### config.mk
export PLATFORM = sky130hd
export DESIGN_NAME = step_conditioner
export DESIGN_NICKNAME = d
export VERILOG_FILES = /design/src/rtl/stepdir_pkg.sv /design/src/rtl/step_dir_fifo.sv /design/src/rtl/step_conditioner.sv
export SDC_FILE = /design/constraint.sdc
export NUM_CORES = 1
export LEC_CHECK = 0
export CORE_MARGIN = 1
export CORE_UTILIZATION = 62
export DETAILED_ROUTE_END_ITERATION = 6
export DONT_BUFFER_PORTS = 1
export GPL_TIMING_DRIVEN = 0
export PLACE_DENSITY = 0.9
export SLEW_MARGIN = 20
export SYNTH_ARGS = -nofsm -noshare
export SYNTH_HDL_FRONTEND = slang
export SYNTH_HIERARCHICAL = 1
export SYNTH_SLANG_ARGS = --single-unit
### constraint.sdc
create_clock -name clk -period 4 [get_ports clk]
set_input_delay 0.6 -clock clk [delete_from_list [all_inputs] [get_ports clk]]
set_output_delay 0.6 -clock clk [all_outputs]
set_load 0.02 [all_outputs]
### src/rtl/stepdir_pkg.sv
// rtl/stepdir_pkg.sv - shared FSM encoding and default driver timing for the step path
package stepdir_pkg;

    typedef enum logic [1:0] {
        ST_IDLE  = 2'd0,
        ST_SETUP = 2'd1,
        ST_PULSE = 2'd2,
        ST_GAP   = 2'd3
    } step_state_t;

    localparam int DEFAULT_SETUP_CYCLES = 20;
    localparam int DEFAULT_PULSE_CYCLES = 40;
    localparam int DEFAULT_GAP_CYCLES   = 40;
    localparam int DEFAULT_PENDING_BITS = 4;

    function automatic int max3(input int a, input int b, input int c);
        int m;
        m = (a > b) ? a : b;
        return (m > c) ? m : c;
    endfunction

endpackage

### src/rtl/step_dir_fifo.sv
// rtl/step_dir_fifo.sv - 1-bit direction FIFO with asynchronous reset
module step_dir_fifo #(
    parameter int ADDR_BITS = 4
) (
    input  logic                 clk,
    input  logic                 reset,
    input  logic                 push,
    input  logic                 push_data,
    input  logic                 pop,
    output logic                 head,
    output logic                 full,
    output logic                 empty,
    output logic [ADDR_BITS:0]   count
);
    localparam int DEPTH = 1 << ADDR_BITS;
    localparam logic [ADDR_BITS:0] FULL_COUNT = (ADDR_BITS + 1)'(DEPTH);

    logic [DEPTH-1:0]     mem_q, mem_d;
    logic [ADDR_BITS-1:0] wr_ptr_q, wr_ptr_d, rd_ptr_q, rd_ptr_d;
    logic [ADDR_BITS:0]   count_q, count_d;
    logic                 do_push, do_pop;

    always_comb begin
        mem_d    = mem_q;
        wr_ptr_d = wr_ptr_q;
        rd_ptr_d = rd_ptr_q;
        count_d  = count_q;
        do_pop   = pop && (count_q != '0);
        // A push into a full buffer only lands when a pop frees a slot on the same edge
        do_push  = push && ((count_q != FULL_COUNT) || do_pop);
        if (do_push) begin
            mem_d[wr_ptr_q] = push_data;
            wr_ptr_d        = wr_ptr_q + ADDR_BITS'(1);
        end
        if (do_pop) begin
            rd_ptr_d = rd_ptr_q + ADDR_BITS'(1);
        end
        if (do_push && !do_pop) begin
            count_d = count_q + (ADDR_BITS + 1)'(1);
        end else if (do_pop && !do_push) begin
            count_d = count_q - (ADDR_BITS + 1)'(1);
        end
    end

    always_ff @(posedge clk or posedge reset) begin
        if (reset) begin
            mem_q    <= '0;
            wr_ptr_q <= '0;
            rd_ptr_q <= '0;
            count_q  <= '0;
        end else begin
            mem_q    <= mem_d;
            wr_ptr_q <= wr_ptr_d;
            rd_ptr_q <= rd_ptr_d;
            count_q  <= count_d;
        end
    end

    assign head  = mem_q[rd_ptr_q];
    assign full  = (count_q == FULL_COUNT);
    assign empty = (count_q == '0);
    assign count = count_q;

endmodule

### src/rtl/step_conditioner.sv
// rtl/step_conditioner.sv - buffers step/dir events and enforces driver setup, pulse and gap timing
module step_conditioner
    import stepdir_pkg::*;
#(
    parameter int SETUP_CYCLES = DEFAULT_SETUP_CYCLES,
    parameter int PULSE_CYCLES = DEFAULT_PULSE_CYCLES,
    parameter int GAP_CYCLES   = DEFAULT_GAP_CYCLES,
    parameter int PENDING_BITS = DEFAULT_PENDING_BITS
) (
    input  logic                  clk,
    input  logic                  reset,
    input  logic                  step_in,
    input  logic                  dir_in,
    input  logic                  dedge,
    input  logic                  enable,
    output logic                  step_out,
    output logic                  dir_out,
    output logic [PENDING_BITS:0] pending,
    output logic                  busy,
    output logic                  overflow
);
    localparam int TW = $clog2(max3(SETUP_CYCLES, PULSE_CYCLES, GAP_CYCLES) + 1);
    localparam logic [TW-1:0] SETUP_LOAD = TW'(SETUP_CYCLES - 1);
    localparam logic [TW-1:0] PULSE_LOAD = TW'(PULSE_CYCLES - 1);
    localparam logic [TW-1:0] GAP_LOAD   = TW'(GAP_CYCLES - 1);

    step_state_t       state_q, state_d;
    logic [TW-1:0]     timer_q, timer_d;
    logic              step_in_q;
    logic              step_out_q, step_out_d;
    logic              dir_out_q, dir_out_d;
    logic              mode_q, mode_d;
    logic              overflow_q, overflow_d;
    logic              push, pop;
    logic              fifo_head, fifo_full, fifo_empty;
    logic [PENDING_BITS:0] fifo_count;
    logic              timer_done, do_dispatch, start_pulse, pulse_dedge;

    assign push = step_in && !step_in_q;

    step_dir_fifo #(
        .ADDR_BITS (PENDING_BITS)
    ) u_fifo (
        .clk       (clk),
        .reset     (reset),
        .push      (push),
        .push_data (dir_in),
        .pop       (pop),
        .head      (fifo_head),
        .full      (fifo_full),
        .empty     (fifo_empty),
        .count     (fifo_count)
    );

    always_comb begin
        state_d     = state_q;
        timer_d     = timer_q;
        step_out_d  = step_out_q;
        dir_out_d   = dir_out_q;
        mode_d      = mode_q;
        start_pulse = 1'b0;
        pulse_dedge = mode_q;
        timer_done  = (timer_q == '0);
        do_dispatch = enable && !fifo_empty &&
                      ((state_q == ST_IDLE) || ((state_q == ST_GAP) && timer_done));
        pop         = do_dispatch;

        if ((state_q != ST_IDLE) && !timer_done) begin
            timer_d = timer_q - TW'(1);
        end
        if ((state_q == ST_SETUP) && timer_done) begin
            start_pulse = 1'b1;
        end
        if ((state_q == ST_PULSE) && timer_done) begin
            if (!mode_q) begin
                step_out_d = 1'b0;
            end
            state_d = ST_GAP;
            timer_d = GAP_LOAD;
        end
        if ((state_q == ST_GAP) && timer_done && !do_dispatch) begin
            state_d = ST_IDLE;
        end

        if (do_dispatch) begin
            mode_d      = dedge;
            pulse_dedge = dedge;
            if (fifo_head != dir_out_q) begin
                dir_out_d = fifo_head;
                state_d   = ST_SETUP;
                timer_d   = SETUP_LOAD;
                if (!dedge) begin
                    step_out_d = 1'b0;
                end
            end else if (!dedge && step_out_q) begin
                // Leaving dual-edge with the pin high: one low cycle so the pulse has a real rising edge
                step_out_d = 1'b0;
                state_d    = ST_SETUP;
                timer_d    = '0;
            end else begin
                start_pulse = 1'b1;
            end
        end

        if (start_pulse) begin
            state_d    = ST_PULSE;
            timer_d    = PULSE_LOAD;
            step_out_d = pulse_dedge ? !step_out_q : 1'b1;
        end

        overflow_d = overflow_q || (push && fifo_full && !pop);
    end

    always_ff @(posedge clk or posedge reset) begin
        if (reset) begin
            state_q    <= ST_IDLE;
            timer_q    <= '0;
            step_in_q  <= 1'b0;
            step_out_q <= 1'b0;
            dir_out_q  <= 1'b0;
            mode_q     <= 1'b0;
            overflow_q <= 1'b0;
        end else begin
            state_q    <= state_d;
            timer_q    <= timer_d;
            step_in_q  <= step_in;
            step_out_q <= step_out_d;
            dir_out_q  <= dir_out_d;
            mode_q     <= mode_d;
            overflow_q <= overflow_d;
        end
    end

    assign step_out = step_out_q;
    assign dir_out  = dir_out_q;
    assign pending  = fifo_count;
    assign busy     = (state_q != ST_IDLE) || (fifo_count != '0);
    assign overflow = overflow_q;

endmodule

======== Word level (Yosys, flattened, before mapping) ========
Index checks and enable logic that the tools add are counted.
storage, ports and cells
  input port bits ......................... 6
  logic and storage cells ................. 92
  register bits ........................... 42
  output and inout port bits .............. 9
cells by class
  reductions and logical operators ........ 35
  $add $sub $neg .......................... 5
  equal/unequal tests ..................... 6
  mux-type cells .......................... 32
  magnitude comparators ................... 3
operators by type and width
  kind                   number
  $mux W6                6
  $bwmux W16             1
  $logic_and A1 B1 Y1    16
  $mux W1                15
  $mux W2                6
  $lt A4 B5 Y1 const B   2
  $mux W5                2
  $add A4 B1 Y4 const B  2
  $logic_not A1 Y1       8
  $logic_not A6 Y1       1
  $sub A6 B1 Y6 const B  1
  $add A5 B1 Y5 const B  1
  $eq A5 B5 Y1 const B   1
  $logic_not A5 Y1       1
  $ne A5 B5 Y1 const B   1
  $reduce_bool A5 Y1     1
  $sub A5 B1 Y5 const B  1
  $bmux W1 S4            1
  $demux W1 S4           1
  $eq A2 B2 Y1 const B   2
  $ge A4 B1 Y1 const B   1
  $logic_or A1 B1 Y1     4
  $reduce_bool A2 Y1     2
  $eq A2 B1 Y1 const B   1
  3 further kinds        3

======== Depth between registers and ports, before layout ========
  depth in word-level cells ............... 11
  depth in mapped cells ................... 15
  depth with buffers taken out ............ 15

======== Modules after synthesis ========
Netlist, hierarchy kept.
by module, submodules not included
  module            area an instance (um^2)  times used  cells each
  step_dir_fifo     1641.6                   1           144
  step_conditioner  972.2                    1           98

======== Worst setup path after synthesis ========
No wires, ideal clock.
  kind .................................... register -> register
  start point ............................. register u_fifo.count_q[0] (netlist: u_fifo/count[0])
  end point ............................... register u_fifo.count_q[4] (netlist: u_fifo/count[4])
  slack ................................... 636 ps
  stages on the path, launching flop included .. 15
  data required time ...................... 3854 ps
  arrival time ............................ 3218 ps
  cell sequence ........................... dfrtp_1 -> or4_4 -> nor2_1 -> and2b_4 -> nand2b_4 -> inv_4 -> nor3_4 -> nor2b_1 -> ha_1 -> inv_1 -> ha_1 -> nor2b_1 -> o21a_1 -> o211ai_1 -> o311ai_0
on the way
  word-level cells in the longest chain between the ends .. 10
  elaborated cells between the ends (all ways) .. 18
RTL lines
  what                                  RTL line                source
  start, declared                       step_dir_fifo.sv:20     logic [ADDR_BITS:0] count_q, count_d;
  start signal, assigned                step_dir_fifo.sv:55     count_q <= count_d;
  $logic_not A5 Y1 (*)                  step_dir_fifo.sv:61     assign empty = (count_q == '0);
  net fifo_empty                        step_conditioner.sv:35  logic fifo_head, fifo_full, fifo_empty;
  $logic_not A1 Y1 (*)                  step_conditioner.sv:64  do_dispatch = enable && !fifo_empty &&
  $logic_and A1 B1 Y1 (*) (2 in a row)  step_conditioner.sv:64
  net do_dispatch                       step_conditioner.sv:37  logic timer_done, do_dispatch, start_pulse, pulse_dedge;
  $logic_and A1 B1 Y1 (*)               step_dir_fifo.sv:28     do_pop = pop && (count_q != '0);
  $logic_or A1 B1 Y1 (*)                step_dir_fifo.sv:30     do_push = push && ((count_q != FULL_COUNT) || do_pop);
  $logic_and A1 B1 Y1 (*)               step_dir_fifo.sv:30
  net u_fifo.do_push                    step_dir_fifo.sv:21     logic do_push, do_pop;
  $logic_not A1 Y1                      step_dir_fifo.sv:40     end else if (do_pop && !do_push) begin
  $logic_and A1 B1 Y1                   step_dir_fifo.sv:40
  $reduce_bool A2 Y1 (no line)          n/a
The timed path passes the listed nets; every way through them passes the cells marked *. The select of a mux whose other input is x is not followed.
A chain may end at the register's enable or synchronous reset.

======== Worst setup path after layout ========
Same ends and word-level chain as after synthesis.

==> results.json <==
{
  "status": "completed",
  "wl_per_cell_um": 17.6,
  "synth_fp_nets": 260,
  "critical_path_startpoint": "u_fifo/count[0]",
  "placement.io_buffers": 0,
  "seq_area_um2": 1050,
  "synth_area_in_compound_gates": 0.141,
  "routed_via_count": 1910,
  "drc_errors": 0,
  "initial_core_util": 0.649,
  "core_area_um2": 4030,
  "critPathRequiredTime_ns": 4.15,
  "globalplace.congestion": 0.879,
  "final_nets": 267,
  "post-route-period-util": 0.935,
  "fin_tns_setup_ns": 0,
  "netSwitchingFraction": 0.380,
  "layout_commonest_cell": "dfrtp_1",
  "area_delta_synth_final_pct": 5.79,
  "power_frac_clock": 0.186,
  "n_antenna_cell": 0,
  "worst-r2r-setup-slack_ns": 0.26,
  "grt_pass1_wl_um": 8780,
  "post_cts_buffers": 0,
  "netlist_area_before_placement_um2": 2610,
  "netSwitchingPower_w": 0.000547,
  "core.rowCount": 23,
  "clock-skew-final_ns": 0.00769,
  "timing.max_cap.violations": 0,
  "setup-violations-final": 0,
  "netlist-cell-type-count": 63,
  "maxClockFrequency_mhz": 267,
  "fill_cells": 303,
  "clock_insertion_delay_worst_skew_ns": 0.29,
  "detail_route.iter0.violations": 124,
  "fraction_of_layout_instances_using_a_drive_strength_above_1": 0.180,
  "final_max_slew_viol_count": 0,
  "fp.dieW_um": 66.9,
  "sequential_cell_fraction_of_total_power": 0.473,
  "die_height_um": 66.9,
  "i_o_pin_cnt": 15,
  "global_route.overflow_total": 0,
  "clk_pin_slew_ns": 0.08,
  "timing.final.crit_period_ns": 3.74,
  "netlist_instances": 242,
  "share_comb_of_total_power": 0.341,
  "synth_enable_flop_cells": 0,
  "multiInputGateArea_um2": 1470,
  "yosys_register_bits": 42,
  "cellInternalPower_w": 0.000890,
  "rsz_0062_raised_after_global_routing": "no",
  "synth.avg_cell_area_um2": 10.8,
  "post_synth_mux_area_share": 0.130,
  "setup_ws_pre_cts_ns": 0.224,
  "routed_wl_um": 5290,
  "clock_tree.root_cell": "clkbuf_8",
  "cts_buffer_depth": 2,
  "number_of_global_route_vias_before_repair": 1844,
  "holdCritPathClass": "in2async",
  "tightestPinTransition_ns": 0.635,
  "cts_tree": "yes",
  "most_used_cells_in_the_layout_excluding_fill_and_tap_cells": "42 x dfrtp_1, 15 x nand2_1, 12 x nor3_1, 11 x ha_1, 10 x inv_1",
  "max_slew_margin": 0.575,
  "final_util": 0.686,
  "final_hold_viol_count": 0,
  "timing.critical_path.fanout_max": 7,
  "arrival_ns": 3.90,
  "synth_warnings": 6,
  "via_per_inst": 6.37,
  "hpwlAfterDp_um": 3780,
  "post_synth_xor_area_fraction": 0.0402,
  "synth_top_family_by_area": "simple AND/OR/NAND/NOR gates",
  "drt.antenna.violating_nets": 0,
  "synth_ff_type": "dfrtp_1",
  "pwr_density_cell_nw_per_um2": 520,
  "tritoncts_num_sinks": 42,
  "critPathLaunchType": "flip-flop",
  "synthSimpleGateAreaFrac": 0.190,
  "worstSetupEndpointType": "flip-flop",
  "global_route.usage.total": 0.270,
  "cts_made_buffers": 5,
  "path_class": "reg2reg",
  "total_leakage_power_nw": 1.15,
  "drt_first_pass_iters": 5,
  "synth-async-reset-ratio": 1.00,
  "htree_num_levels": 2,
  "max-vdd-ir-drop_mv": 0.419,
  "initial_antenna_violation_count": 0,
  "rr_startpoint": "u_fifo/count[0]",
  "fp.dieArea_um2": 4480,
  "grt_start_max_net_pins": 30,
  "synth_seq_area_share": 0.402,
  "setup_slack_ns": 0.259,
  "adder_cell_share_of_the_synthesized_area": 0.0603
}
## final cells by class
class,count,share of cell area
well taps,50,0.0226
multi-input cells,179,0.532
plain buffers,9,0.0172
flip-flops and latches,42,0.380
inverters,12,0.0172
clock buffers,6,0.0262
clock inverters,2,0.00498
## per-stage QoR
stage               std cells  hold slack (ns)  total power, W  cell area (um2)
floorplan                 242            0.452         0.00106             2610
finish                    300            0.219         0.00144             2770
global placement          292            0.464         0.00114             2680
global route              300            0.251         0.00153             2770
CTS                       300            0.228         0.00144             2760
detailed placement        292            0.473         0.00117             2680
## worst max-delay path, cell delays in order (launching register included)
cell	delay [ns]
dfrtp_1	0.51
or4_4	0.65
nor2_2	0.19
and2b_4	0.25
nand2b_4	0.10
inv_4	0.07
nor3_4	0.25
nor2b_1	0.15
ha_1	0.30
inv_1	0.18
ha_1	0.27
nor2b_1	0.15
o21a_1	0.20
o211ai_1	0.19
o311ai_0	0.15
## worst paths after layout
path,endpoint,cells past startpoint
min in group clk,step_in_q,0
max in group asynchronous,u_fifo/count[1],1
hold reg to reg,u_fifo/mem_q[14],1
setup / recovery,u_fifo/count[4],14
setup reg to reg,u_fifo/count[4],14
hold / removal,timer_q[3],1
## cell usage after synthesis, drive strengths merged, types with 3 or more instances
cell | n | area, um2
o22ai | 3 | 18.8
dfrtp | 42 | 1050
mux2i | 4 | 40.0
xnor2 | 9 | 78.8
o21ai | 7 | 38.8
mux4 | 4 | 90.1
mux2 | 18 | 210
ha | 11 | 138
xor2 | 3 | 26.3
nor2 | 10 | 37.5
a2bb2oi | 3 | 26.3
nand2 | 15 | 56.3
o211ai | 5 | 37.5
nor3 | 14 | 86.3
nand2b | 8 | 57.6
nor2b | 7 | 43.8
nor4 | 4 | 25.0
nand4 | 3 | 18.8
nand3 | 8 | 45.0
a21oi | 9 | 48.8
inv | 12 | 47.6
buf | 4 | 28.8
clkbuf | 5 | 18.8
## state kept, by name (all words and copies together), names as in the netlist, 2 cells and up
register / flops
u_fifo/rd_ptr_q: 4
u_fifo/mem_q: 16
timer_q: 6
u_fifo/wr_ptr_q: 4
state_q: 2
u_fifo/count: 5
## metal layers
metal	wire (um)	share of wire	track usage
met5	0	0	0
met4	46	0.0087	0.0798
met1	2330	0.44	0.371
met3	306	0.058	0.0685
met2	2600	0.49	0.420
## power by group through the flow
stage / Clock (W) / Sequential, W / Combinational [W]
floorplan: 0 / 0.000655 / 0.000402
global placement: 0 / 0.000681 / 0.000457
detailed placement: 0 / 0.000686 / 0.000481
CTS: 0.000275 / 0.000678 / 0.000487
global route: 0.000294 / 0.000695 / 0.000543
finish: 0.000268 / 0.000680 / 0.000489
## logic make-up after synthesis
group / Yosys count
xor gates and xnor gates: 12
DFF: 42
muxes: 26
AOI/OAI and AO/OA: 47
adders and majority gates: 12
and+or+nand+nor: 82
buffers and inverters: 21
## what timing repair did
action                                  in CTS  in global routing
resized for setup                            0                  1
endpoints found under the setup margin       0                  1
hold buffers                                 0                  0
Power figures use the tool's default switching activity.
==> edit 1 (same settings) <==
`mem_q` no longer has a reset.
--- a/src/rtl/step_dir_fifo.sv
+++ b/src/rtl/step_dir_fifo.sv
@@ -44,16 +44,18 @@
 
     always_ff @(posedge clk or posedge reset) begin
         if (reset) begin
-            mem_q    <= '0;
             wr_ptr_q <= '0;
             rd_ptr_q <= '0;
             count_q  <= '0;
         end else begin
-            mem_q    <= mem_d;
             wr_ptr_q <= wr_ptr_d;
             rd_ptr_q <= rd_ptr_d;
             count_q  <= count_d;
         end
+    end
+
+    always_ff @(posedge clk) begin
+        mem_q <= mem_d;
     end
 
     assign head  = mem_q[rd_ptr_q];
Function: no difference found for any inputs over 10 cycles, from zero or initial values and one cycle with reset high; that may be too few to reach the edited logic, so the function may still have changed.
==> edit 1 against the original RTL <==
Sequential cell count stayed put; sequential power is 9.9% lower; highest routed layer unchanged; largest cell class unchanged; cell count is 6.0% lower; cell area is 4.7% lower; synthesized area is 5.0% lower; critical path type unchanged; wire length is 7.6% lower; worst setup slack better by 0.064 ns; power is 14% lower.
==> edit 1: results (changes against the original RTL) <==
outcome:
  status: "completed"
worst_setup_path:
  ff2ff_setup_slack_ns: 0.32  # +0.06 ns
  cp_slowest_stage_delay_ns: 0.61  # -0.04 ns
  crit_path_max_fanout: 7  # unchanged
  worst_ep_arrival_time_ns: 3.91  # about the same
  ff2ff_path_depth: 15  # +1
global_route:
  use_met3_pct: 9.028  # +2.2 points
  use_met1_pct: 30.74  # -6.3 points
  grt_pass1_vias: 1649  # -11%
  grt.total_usage_pct: 25.28  # -1.7 points
  grt_max_degree: 17  # -43%
  grt_pass1_wl_um: 7817  # -11%
  use_met2_pct: 40.59  # -1.5 points
placement:
  hpwl_um: 3289  # -13%
  placedCellCount: 274  # -6.2%
  gp_congestion: 0.8988  # +2.3%
yosys:
  yosysUniqueCellTypes: 68  # +7.9%
  synth_mux_area_share_pct: 6.297  # -6.7 points
  synth_compound_area_share_pct: 13.15  # -0.97 points
  synth_nets: 244  # -6.2%
  seq_area_frac_synth_pct: 45.54  # +5.3 points
  synth_edf_count: 16  # +16
  synth_area_leaders: "dfrtp_1 26%, edfxtp_1 19%, ha_1 5.5%, xnor2_1 3.9%, nor2_1 2.9%"
  syn_inst: 226  # -6.6%
  synthXorXnorAreaFrac_pct: 4.584  # +0.56 points
  async_flop_share_pct: 61.90  # -38 points
  synth_common_cells: "26 x dfrtp_1, 19 x nor2_1, 16 x edfxtp_1, 16 x nand2_1, 12 x inv_1"
  synth_fa_ha_area_share_pct: 6.348  # +0.32 points
finish:
  seq_area_mm2: 0.001131  # +7.6%
  nonClkBufAreaFrac_pct: 1.898  # +0.18 points
  final_cell_area_mm2: 0.002636  # -4.7%
  fillers: 260  # -14%
  clkCellAreaFrac_pct: 3.512  # +0.39 points
  drive_above_1_share_pct: 17.95  # -0.051 points
  multi_input_area_mm2: 0.001247  # -15%
  top_register: "u_fifo/mem_q"
  nMultiInputCombCells: 162  # -9.5%
  buffers: 8  # -1
drt:
  met2_length_um: 2328  # -10%
  vias_per_cell: 6.089  # -4.4%
  wl_met3_um: 313  # +2.3%
  via_count: 1717  # -10%
  drtIter0Drc: 109  # -12%
  wl_met1_um: 2154  # -7.7%
  dr.pass1.iters: 4  # -1
  wirelength_um: 4886  # -7.6%
sta:
  skew_ns: 0.006850  # -0.0008435 ns
  worst_slew_pin_slew_ns: 0.6543  # +0.01918 ns
power:
  leakage_uw: 0.001049  # -8.7%
  swShare_pct: 37.12  # -0.93 points
  pg_clk_uw: 285  # +6%
  peakVddDrop_v: 0.0004378  # +4.6%
  p_comb_share_pct: 27.1  # -7.0 points
cts:
  cts_max_level: 2  # unchanged
  clock_latency_ns: 0.31  # +0.02 ns
  post_cts_resized: 0  # unchanged
  clk_path_buf_depth: 2  # unchanged
## edit 1: cell types whose count changed in the layout (fill, tap and decap cells not counted), sizes merged, moves of 3 or more
cell / change
dfrtp: -16
edfxtp: +16
mux2: -15
nor2: +11
nor3: -7
clkbuf: -4
nor2b: -4
inv: +3
mux2i: +3
nor4: -3
o211ai: -3
## edit 1: stage by stage
stage	worst slack [ns]	power, uW	hold slack [ns]
after floorplan	0.8506	877.7	0.4595
after global placement	0.5587	931.9	0.4846
after detailed placement	0.4707	945.3	0.5056
after CTS	0.3523	1228	0.2077
after global routing	0.1598	1290	0.2432
final	0.3230	1232	0.2063
## edit 1: worst register-to-register path, cell delays in order, from the launching register on
cell and delay [ns]:
dfrtp_1 0.52, or4_4 0.62, nor2_2 0.24, and2b_4 0.27
nand2b_4 0.10, inv_4 0.05, inv_1 0.14, nor2_1 0.13
inv_2 0.11, ha_1 0.24, inv_1 0.14, ha_1 0.32
a21o_1 0.17, a21oi_1 0.19, mux2i_1 0.24, xnor2_1 0.14
==> edit 2 (same flow settings) <==
Without the edit above. Change the package constant `DEFAULT_SETUP_CYCLES` from 20 to 10.
--- a/src/rtl/stepdir_pkg.sv
+++ b/src/rtl/stepdir_pkg.sv
@@ -8,7 +8,7 @@
         ST_GAP   = 2'd3
     } step_state_t;
 
-    localparam int DEFAULT_SETUP_CYCLES = 20;
+    localparam int DEFAULT_SETUP_CYCLES = 10;
     localparam int DEFAULT_PULSE_CYCLES = 40;
     localparam int DEFAULT_GAP_CYCLES   = 40;
     localparam int DEFAULT_PENDING_BITS = 4;
Behaviour: same outputs for any inputs over 10 cycles, from zero or initial values and one cycle with reset high; that may be too few to reach the edited logic, so the function may still have changed.
==> edit 2 against the original RTL <==
Clock skew shrank 0.00070 ns; via count up 7.0%; sequential share of layout area decreased by 0.43 points; synthesized cell count up 8.3%; cell area rose by 1.1%; wire length up 2.9%; sequential cell count unchanged; critical path depth is 1 lower; synthesized area is 1.3% higher; worst setup slack worse by 0.058 ns; highest routed layer unchanged.
Power is not compared: it rests on default switching activity, and its combinational part moved more than twofold at a synthesized area within 25%.
==> edit 2: results (changes against the original RTL) <==
finish:
  top_register: "u_fifo/mem_q"
  nets: 287  # +7.5%
  fillers: 280  # -7.6%
  drive_above_1_share_pct: 14.44  # -3.6 points
  num_antenna_cells: 0  # unchanged
placement:
  gp_congestion: 0.9193  # +4.6%
  portBuffers: 0  # unchanged
  hpwl_um: 3980  # +5.3%
drt:
  met2_length_um: 2631  # +1.2%
  dr.pass1.iters: 4  # -1
  wl_met3_um: 314  # +2.6%
  wl_met1_um: 2429  # +4.1%
  highest_layer: "met4"
  wl_per_cell_um: 17.00  # -3.5%
  via_count: 2043  # +7.0%
  drtIter0Drc: 144  # +16%
yosys:
  yosysUniqueCellTypes: 58  # -7.9%
  synth_area_leaders: "dfrtp_1 40%, ha_1 5.2%, mux2_1 4.3%, mux4_2 3.4%, mux2_2 3.0%"
  synthXorXnorAreaFrac_pct: 3.639  # -0.38 points
  synth_compound_area_share_pct: 15.22  # +1.1 points
  seq_area_frac_synth_pct: 39.70  # -0.51 points
  synth_nets: 280  # +7.7%
  synth_common_cells: "42 x dfrtp_1, 16 x nand2_1, 15 x inv_1"
  synth_fa_ha_area_share_pct: 5.955  # -0.077 points
  ys.warnings.count: 6  # unchanged
  synth_mux_area_share_pct: 11.77  # -1.3 points
  yosysTopAreaCell: "dfrtp_1"
outcome:
  status: "completed"
sta:
  skew_ns: 0.006991  # -0.0007024 ns
  worst_slew_pin_slew_ns: 0.7367  # +0.1016 ns
global_route:
  grt.total_usage_pct: 26.98  # -0.039 points
  grt_pass1_vias: 1966  # +6.6%
  grt_max_degree: 30  # unchanged
  grt_pass1_wl_um: 8997  # +2.4%
  antenna_found_initial: 0  # unchanged
cts:
  clock_latency_ns: 0.30
  clk_path_buf_depth: 2  # unchanged
  cts_max_level: 2  # unchanged
  root_buffer: "clkbuf_8"
  post_cts_resized: 0  # unchanged
  numCtsBuffers: 5  # unchanged
  cts_setup_buffers: 0  # unchanged
  clkSlewWorstSetupHoldPaths_ns: 0.08  # about the same
worst_setup_path:
  crit_slowest_cell: "or4_4"
  cp_slowest_stage_delay_ns: 0.66
  crit_path_max_fanout: 6  # -1
  crit_family: "simple AND/OR/NAND/NOR gates"
  worst_ep_arrival_time_ns: 3.95  # +0.05 ns
power:
  peakVddDrop_v: 0.0005183
  leakage_uw: 0.001192
hold_path:
  hp-class: "input pin to asynchronous set/reset pin"
## edit 2: layer usage
| layer | up-vias | track usage, % |
|---|---|---|
| li1 | 976 | - |
| met1 | 995 | 36.04 |
| met2 | 66 | 42.38 |
| met3 | 6 | 5.912 |
| met4 | 0 | 11.17 |
| met5 | - | 0 |
## edit 2: where the power goes
group,total (uW),leakage (uW),switching [uW],internal (uW)
clock network,269,0.0000452,146,123
logic,1040,0.000627,579,459
registers,842,0.000520,228,615
total,2150,0.00119,952,1200
## edit 2: path summary, 6_finish.rpt
kind | endpoint | cells past startpoint | from | slack, ns
setup / recovery | u_fifo/count[4] | 13 | u_fifo/count[0] | 0.20
hold / removal | timer_q[3] | 1 | reset | 0.24
setup reg to reg | u_fifo/count[4] | 13 | u_fifo/count[0] | 0.20
hold reg to reg | u_fifo/mem_q[6] | 1 | u_fifo/mem_q[6] | 0.49
max in group asynchronous | u_fifo/mem_q[4] | 1 | reset | 3.34
min in group clk | step_in_q | 0 | step_in | 0.33
## edit 2: layout make-up
type                            instances  area (um^2)  share of cell area (%)
Inverter                               15        56.30                   2.013
Clock inverter                          2        13.76                  0.4922
Multi-Input combinational cell        192         1481                   52.98
Clock buffer                            6        72.57                   2.595
Sequential cell                        42         1051                   37.58
Buffer                                 13        58.81                   2.103
Tap cell                               50        62.56                   2.237
## edit 2: per-stage QoR
stage	power, uW	setup slack, ns	area, um^2	hold slack [ns]	instances
after CTS	2146	0.2316	2796	0.2375	320
after floorplan	1640	0.7347	2648	0.4524	262
after global placement	1814	0.3563	2710	0.4652	312
after global routing	2319	0.01686	2796	0.2845	320
final	2149	0.2008	2796	0.2351	320
after detailed placement	1872	0.2594	2710	0.4771	312
